File: config.mk
export PLATFORM = sky130hd
export DESIGN_NAME = cnn_train_sequencer
export DESIGN_NICKNAME = d
export VERILOG_FILES = /design/src/rtl/cnn_train_sequencer.sv
export SDC_FILE = /design/constraint.sdc
export NUM_CORES = 1
export LEC_CHECK = 0
export BUFFER_PORTS_ARGS = -buffer_cell sky130_fd_sc_hd__buf_2
export CAP_MARGIN = 10
export CORE_MARGIN = 10
export CORE_UTILIZATION = 57
export DETAILED_ROUTE_END_ITERATION = 12
export PLACE_DENSITY = 0.81
export SYNTH_ARGS = -nofsm -noshare
export SYNTH_HDL_FRONTEND = slang
export SYNTH_SLANG_ARGS = --single-unit
File: constraint.sdc
create_clock -name clk -period 2.5 [get_ports clk]
set_clock_uncertainty 0.1 [all_clocks]
set_input_delay 0.125 -clock clk [delete_from_list [all_inputs] [get_ports clk]]
set_output_delay 0.125 -clock clk [all_outputs]
set_load 0.1 [all_outputs]
File: src/rtl/cnn_train_sequencer.sv
// Training-loop sequencer for the CNN datapath: one-time random weight init,
// per-sample softmax handshake, weight-commit strobe and run-length counting.
module cnn_train_sequencer #(
  parameter int CHANNELS      = 10,
  parameter int FCL_INPUT_DIM = 1690,
  parameter int SETTLE_CYCLES = 2,
  parameter int SM_TIMEOUT    = 1024,
  parameter int CNT_W         = 16
) (
  input  logic                               clk,
  input  logic                               reset,
  input  logic                               start,
  input  logic                               skip_init,
  input  logic [CNT_W-1:0]                   num_samples,
  input  logic                               sample_valid,
  output logic                               sample_ready,
  output logic                               input_load,
  output logic                               init_kernel_we,
  output logic [$clog2(CHANNELS)-1:0]        init_kernel_idx,
  output logic                               init_fcl_we,
  output logic [$clog2(FCL_INPUT_DIM+1)-1:0] init_fcl_idx,
  output logic                               softmax_start,
  input  logic                               softmax_done,
  output logic                               weight_update,
  output logic [CNT_W-1:0]                   sample_count,
  output logic                               busy,
  output logic                               done,
  output logic                               timeout_err
);

  localparam int KIDX_W = $clog2(CHANNELS);
  localparam int FIDX_W = $clog2(FCL_INPUT_DIM + 1);
  localparam int SET_W  = (SETTLE_CYCLES > 1) ? $clog2(SETTLE_CYCLES) : 1;
  localparam int TMO_W  = (SM_TIMEOUT > 1) ? $clog2(SM_TIMEOUT) : 1;

  localparam logic [KIDX_W-1:0] KIDX_LAST = KIDX_W'(CHANNELS - 1);
  localparam logic [FIDX_W-1:0] FIDX_LAST = FIDX_W'(FCL_INPUT_DIM);
  localparam logic [SET_W-1:0]  SET_LOAD  = SET_W'(SETTLE_CYCLES - 1);
  localparam logic [TMO_W-1:0]  TMO_LAST  = TMO_W'(SM_TIMEOUT - 1);

  typedef enum logic [3:0] {
    IDLE        = 4'd0,
    INIT_CONV   = 4'd1,
    INIT_FCL    = 4'd2,
    WAIT_SAMPLE = 4'd3,
    SETTLE      = 4'd4,
    SM_START    = 4'd5,
    SM_WAIT     = 4'd6,
    UPDATE      = 4'd7,
    FINISH      = 4'd8
  } state_e;

  state_e            state_r;
  state_e            state_next_s;
  logic [KIDX_W-1:0] kern_idx_r;
  logic [FIDX_W-1:0] fcl_idx_r;
  logic [SET_W-1:0]  settle_r;
  logic [TMO_W-1:0]  tmo_r;
  logic [CNT_W-1:0]  num_r;
  logic [CNT_W-1:0]  count_r;
  logic              err_r;

  logic kern_last_s;
  logic fcl_last_s;
  logic tmo_last_s;
  logic run_full_s;

  assign kern_last_s = (kern_idx_r == KIDX_LAST);
  assign fcl_last_s  = (fcl_idx_r == FIDX_LAST);
  assign tmo_last_s  = (tmo_r == TMO_LAST);
  assign run_full_s  = ((count_r + CNT_W'(1)) == num_r);

  // State register
  always_ff @(posedge clk or negedge reset) begin
    if (!reset) begin
      state_r <= IDLE;
    end else begin
      state_r <= state_next_s;
    end
  end

  // Init indices, settle/timeout counters, run bookkeeping
  always_ff @(posedge clk or negedge reset) begin
    if (!reset) begin
      kern_idx_r <= KIDX_W'(0);
      fcl_idx_r  <= FIDX_W'(0);
      settle_r   <= SET_W'(0);
      tmo_r      <= TMO_W'(0);
      num_r      <= CNT_W'(0);
      count_r    <= CNT_W'(0);
      err_r      <= 1'b0;
    end else begin
      case (state_r)
        IDLE: begin
          if (start) begin
            num_r      <= num_samples;
            count_r    <= CNT_W'(0);
            err_r      <= 1'b0;
            kern_idx_r <= KIDX_W'(0);
            fcl_idx_r  <= FIDX_W'(0);
          end
        end
        INIT_CONV: begin
          kern_idx_r <= kern_last_s ? KIDX_W'(0) : (kern_idx_r + KIDX_W'(1));
        end
        INIT_FCL: begin
          fcl_idx_r <= fcl_last_s ? FIDX_W'(0) : (fcl_idx_r + FIDX_W'(1));
        end
        WAIT_SAMPLE: begin
          if (sample_valid) begin
            settle_r <= SET_LOAD;
          end
        end
        SETTLE: begin
          if (settle_r != SET_W'(0)) begin
            settle_r <= settle_r - SET_W'(1);
          end
        end
        SM_START: begin
          tmo_r <= TMO_W'(0);
        end
        SM_WAIT: begin
          // A completion arriving on the last allowed cycle still wins over the timeout
          if (!softmax_done) begin
            if (tmo_last_s) begin
              err_r <= 1'b1;
            end else begin
              tmo_r <= tmo_r + TMO_W'(1);
            end
          end
        end
        UPDATE: begin
          count_r <= count_r + CNT_W'(1);
        end
        default: begin
        end
      endcase
    end
  end

  // Next-state decode
  always_comb begin
    state_next_s = state_r;
    case (state_r)
      IDLE: begin
        if (start) begin
          if (skip_init) begin
            if (num_samples == CNT_W'(0)) begin
              state_next_s = FINISH;
            end else begin
              state_next_s = WAIT_SAMPLE;
            end
          end else begin
            state_next_s = INIT_CONV;
          end
        end else begin
          state_next_s = IDLE;
        end
      end
      INIT_CONV: begin
        if (kern_last_s) begin
          state_next_s = INIT_FCL;
        end else begin
          state_next_s = INIT_CONV;
        end
      end
      INIT_FCL: begin
        if (fcl_last_s) begin
          if (num_r == CNT_W'(0)) begin
            state_next_s = FINISH;
          end else begin
            state_next_s = WAIT_SAMPLE;
          end
        end else begin
          state_next_s = INIT_FCL;
        end
      end
      WAIT_SAMPLE: begin
        if (sample_valid) begin
          state_next_s = SETTLE;
        end else begin
          state_next_s = WAIT_SAMPLE;
        end
      end
      SETTLE: begin
        if (settle_r == SET_W'(0)) begin
          state_next_s = SM_START;
        end else begin
          state_next_s = SETTLE;
        end
      end
      SM_START: begin
        state_next_s = SM_WAIT;
      end
      SM_WAIT: begin
        if (softmax_done) begin
          state_next_s = UPDATE;
        end else if (tmo_last_s) begin
          state_next_s = FINISH;
        end else begin
          state_next_s = SM_WAIT;
        end
      end
      UPDATE: begin
        if (run_full_s) begin
          state_next_s = FINISH;
        end else begin
          state_next_s = WAIT_SAMPLE;
        end
      end
      FINISH: begin
        state_next_s = IDLE;
      end
      default: begin
        state_next_s = IDLE;
      end
    endcase
  end

  // Output decode from registered state; only input_load sees an input directly
  always_comb begin
    sample_ready   = 1'b0;
    init_kernel_we = 1'b0;
    init_fcl_we    = 1'b0;
    softmax_start  = 1'b0;
    weight_update  = 1'b0;
    done           = 1'b0;
    busy           = 1'b1;
    case (state_r)
      IDLE:        busy           = 1'b0;
      INIT_CONV:   init_kernel_we = 1'b1;
      INIT_FCL:    init_fcl_we    = 1'b1;
      WAIT_SAMPLE: sample_ready   = 1'b1;
      SM_START:    softmax_start  = 1'b1;
      UPDATE:      weight_update  = 1'b1;
      FINISH:      done           = 1'b1;
      default: begin
        busy = 1'b1;
      end
    endcase
    input_load = sample_valid & sample_ready;
  end

  assign init_kernel_idx = kern_idx_r;
  assign init_fcl_idx    = fcl_idx_r;
  assign sample_count    = count_r;
  assign timeout_err     = err_r;

endmodule

After elaboration in Yosys (flattened, before gate mapping)
Cells that the tools add are included.
- add/subtract/negate cells: 5
- equality and inequality tests: 17
- multiplexer cells: 37
- bitwise gates (word level): 1
- reductions and logical operators: 16
- operator list (cell ; count):
    4-bit two-way mux ; 10
    16-bit logical NOT ; 2
    16-bit one-hot mux with 2 select lines ; 1
    4-bit one-hot mux with 8 select lines ; 1
    11-bit two-way mux ; 2
    11-bit one-hot mux with 2 select lines ; 1
    10-bit two-way mux ; 2
    10-bit one-hot mux with 2 select lines ; 1
    16-bit by 1-bit adder with 16-bit output (second input constant) ; 1
    16-bit equality test ; 1
    4-bit by 3-bit equality test with 1-bit output (second input constant) ; 4
    16-bit two-way mux ; 1
    1-bit two-way mux ; 13
    2-bit nonzero test ; 6
    11-bit by 1-bit adder with 11-bit output (second input constant) ; 1
    11-bit equality test (second input constant) ; 1
    10-bit by 1-bit adder with 10-bit output (second input constant) ; 1
    10-bit equality test (second input constant) ; 1
    2-bit != test (second input constant) ; 5
    2-bit AND reduction ; 5
    4-bit by 2-bit equality test with 1-bit output (second input constant) ; 2
    4-bit equality test (second input constant) ; 2
    4-bit one-hot mux with 2 select lines ; 1
    4-bit by 1-bit adder with 4-bit output (second input constant) ; 1
    other kinds (9) ; 10
- bits in registers: 63
- output and inout bits: 40

Logic depth before layout (Yosys ltp)
- depth after elaboration: 5
- gate-level depth with buffers: 10
- mapped depth without buffers: 8

Worst setup path after synthesis
No wires, ideal clock.
- path type: flip-flop to flip-flop
- start point: reg state_r[1]
- end point: reg state_r[2]
- library setup time: 0.067 ns
- arrival: 3.841 ns
- data required time: 2.333 ns
- setup slack: -1.509 ns
- stages on the path, launching flop included: 6
- path buffers: 1
- period minus slack after synthesis: 4.009 ns
- cell sequence: dfrtp_1 -> buf_2 -> nand2_1 -> nor3_1 -> and2_1 -> or2_2
- word-level cells in the longest chain between the ends: 2
- elaborated cells between the ends (all ways): 9
- RTL lines (element ; line ; RTL):
    from (decl) ; 53 ; state_e state_r;
    from (signal assigned) ; 78 ; state_r <= state_next_s;
    4-bit by 3-bit equality test with 1-bit output (tied with other cells) ; 144 ; case (state_r)
    4-bit one-hot mux with 8 select lines * ; 144 ;
    net state_next_s[2] ; 54 ; state_e state_next_s;
Mark *: on every way through the listed nets, which the timed path passes. The rest lies on a longest branch.
A chain may end at the register's enable or synchronous reset.

Final worst setup path
- start point: reg count_r[0] (netlist: sample_count[0])
- end point: reg state_r[1]
- word-level cells in the longest chain between the ends: 4
- RTL lines (element ; line ; RTL):
    from (decl) ; 60 ; logic [CNT_W-1:0] count_r;
    from (signal assigned) ; 133 ; count_r <= count_r + CNT_W'(1);
    16-bit by 1-bit adder with 16-bit output ; 71 ; assign run_full_s = ((count_r + CNT_W'(1)) == num_r);
    16-bit equality test ; 71 ;
    4-bit two-way mux ; 205 ; if (run_full_s) begin
    4-bit one-hot mux with 8 select lines ; 144 ;
    net state_next_s[1] ; 54 ;
The timed path passes the listed nets, and every way through them passes these cells.

==> qor.txt <==
DRC = 0
Tot GR Track Use = 20.2%
First-pass GRT wire length = 16800 um
Post-Syn Nets = 471
Final min period = 2440 ps
Die height = 101 um
Initial antenna violation count = 0
Worst slew pin tran = 919 ps
TritonCTS buffer count = 9
Endpoints failing hold = 0
Initial Util = 58.8%
WP data arrival = 2570 ps
Endpoints failing setup = 0
Dpl hpwl = 7020 um
Post-DR wirelength/cell = 16.7 um
Final wirelength = 10100 um
Slew Viols, Final = 0
Synth area leader = dfrtp_1
Pwr Total = 4930 uW
Yosys cell types = 56
Status = completed
Post-Syn Instances = 443
Pre-antenna DRT Iters = 5
Largest net degree at the start of global routing = 36
Worst Setup End Kind = flip-flop
DR vias/cell = 5.93
PD cells = 1070 nW/um^2
GRT Residual Overflow = 0
Drt first-iter violations = 257
Root buf cell = clkbuf_8
CTS HTree Levels = 3
RD Place Congestion = 0.903
Ys Warns = 0
CP Launch Point = sample_count[0]
Yosys top cell area share = 42.2%
Achievable clock frequency = 409 MHz
Vias = 3606
IO Count = 62
Nets = 554
Max-Cap Viols = 0
Number of global-route vias before repair = 3517
Crit start category = flip-flop
Class of the worst hold path = in2reg
Leak Pwr = 0.00217 uW
Layout cells sized above 1 = 22.6%
Die Width = 101 um
Worst Path Required = 2630 ps
VDD IR-drop max = 0.000878 V
Bufs on Longest Clock Path = 2
Worst slew margin = 38.5%
Setup Buffers After CTS = 0
Period utilization = 97.7%
Min Hold Slack = 22.3 ps
Synth top area cells = dfrtp_1 42%, nand2_1 9.1%, o21ai_0 6.0%, nor2_1 3.8%, xnor2_1 3.8%
Start of the worst register-to-register path = sample_count[0]
Post-synth EDFFs = 0
Final core occ = 72.5%
Ys flop type = dfrtp_1
Setup CP Type = reg2reg
Rows = 29
Worst-path clk slew = 80 ps
Port buffer count = 61
Synthesis-to-finish area growth = 23.3%
Routed Antenna Nets = 0
CTS Sinks = 63
CTS tree = yes
Core area = 6350 sq um
Register area share after synthesis = 42.2%
Hold wc startpoint = sample_valid
Worst skew pair latency = 360 ps
CP Max Fanout = 7
Die Footprint = 10200 sq um
Diode count = 0
Async SR Flop Fraction = 100%
Mapped cell area = 3730 sq um
Post-Syn Area per Cell = 8.43 sq um
FF+latch count, synth = 63
## synth_stat cells, types with 3 or more instances
cell,number
o41ai_1,4
nor4_1,9
nor3_1,7
dfrtp_1,63
nor2_1,38
mux2i_1,3
and2_1,3
xor2_1,13
ha_1,6
nand4_1,8
inv_1,13
o31ai_1,9
a31oi_1,5
buf_2,5
or3_1,3
xnor2_1,16
nand3_1,23
nor2b_1,5
buf_6,4
nor4_2,5
nand2_1,91
and3_1,8
nand2b_1,6
o21ai_0,45
a21oi_1,8
clkbuf_1,7
## cell type report
class                           count  area [sq um]
Clock buffer                       11           141
Fill cell                         471          1740
Sequential cell                    63          1600
Timing Repair Buffer               91           606
Tap cell                           77          96.3
Clock inverter                      5          81.3
Multi-Input combinational cell    347          2030
Inverter                           14          52.6
## final timing paths
| check | end | slack, ps | cells past startpoint |
|---|---|---|---|
| worst min-delay path | settle_r | 20 | 3 |
| min in group asynchronous | sample_count[0] | 240 | 2 |
| max in group asynchronous | init_fcl_idx[10] | 1420 | 3 |
| worst min register to register | timeout_err | 400 | 1 |
| worst max-delay path | state_r[1] | 60 | 8 |
| worst max register to register | state_r[1] | 60 | 8 |
## what timing repair did
item | in CTS | in global routing
resized for setup | 0 | 4
hold endpoints to repair | 47 | 0
endpoints found under the setup margin | 0 | 3
hold buffers | 19 | 0
## flip-flops by register name (all words and copies together), names as in the netlist
name,count
state_r,4
sample_count,16
num_r,16
timeout_err,1
init_fcl_idx,11
tmo_r,10
init_kernel_idx,4
settle_r,1
## routing by layer
metal  wire [um]  track usage [%]
met4         240             9.54
met1        4260             25.1
met5           0                0
met2        4920             32.1
met3         714             5.01
## report_power, final
part           leakage (uW)  switching [uW]  internal [uW]
Sequential         0.000820             343           1260
Clock              0.000110             426            589
Combinational       0.00124            1660            650
Total               0.00217            2430           2500
## cells by family (layout without fill, tap and decap cells)
group / Yosys count / in the layout / share of synthesized area (%)
simple gates: 221 / 221 / 29.2
fa+ha+maj: 6 / 6 / 2.01
xor+xnor: 29 / 29 / 6.80
compound gates: 88 / 88 / 14.5
buf+inv: 33 / 121 / 4.42
flops: 63 / 63 / 42.2
mux: 3 / 3 / 0.804
## metrics by stage
| stage | setup slack [ps] | setup TNS [ps] | area (sq um) | std cells |
|---|---|---|---|---|
| floorplan | -20.7 | -41.1 | 3770 | 443 |
| global placement | 173 | 0 | 4170 | 573 |
| detailed placement | 89.9 | 0 | 4170 | 573 |
| CTS | 46.9 | 0 | 4580 | 608 |
| global route | -4.46 | -4.46 | 4610 | 608 |
| finish | 57.3 | 0 | 4610 | 608 |
## cells in the final DEF, fill, tap and decap left out, types with 2 or more instances in the layout
cell	instances
clkbuf_8	10
nor3_1	6
buf_12	2
xor2_1	13
nor4_2	6
mux2i_1	3
dfrtp_4	2
nand2_1	91
nand3_1	23
o21ai_0	45
buf_2	60
o31ai_1	9
and3_4	2
or3_1	3
nand4_2	2
and3_1	8
nor2_1	38
nor4_1	8
xnor2_1	15
o41ai_1	4
a31oi_1	5
inv_1	13
and2_1	2
a21o_1	2
buf_4	10
ha_1	5
nand4_1	8
nor2b_1	5
a21oi_1	8
nand2b_1	6
dfrtp_1	51
nand3b_1	2
dlygate4sd3_1	19
dfrtp_2	10
o211ai_1	2
bufinv_16	2
or4_1	2
## worst max-delay path, cell delays in order, from the launching register on
cell and delay, ps:
dfrtp_4 530, ha_4 200, and3_4 160, and3_4 210, a221oi_2 250, o21ai_1 110
nor4_2 430, a31o_1 240, nand4_1 90
Note: power is estimated with default switching activity, not from simulation.
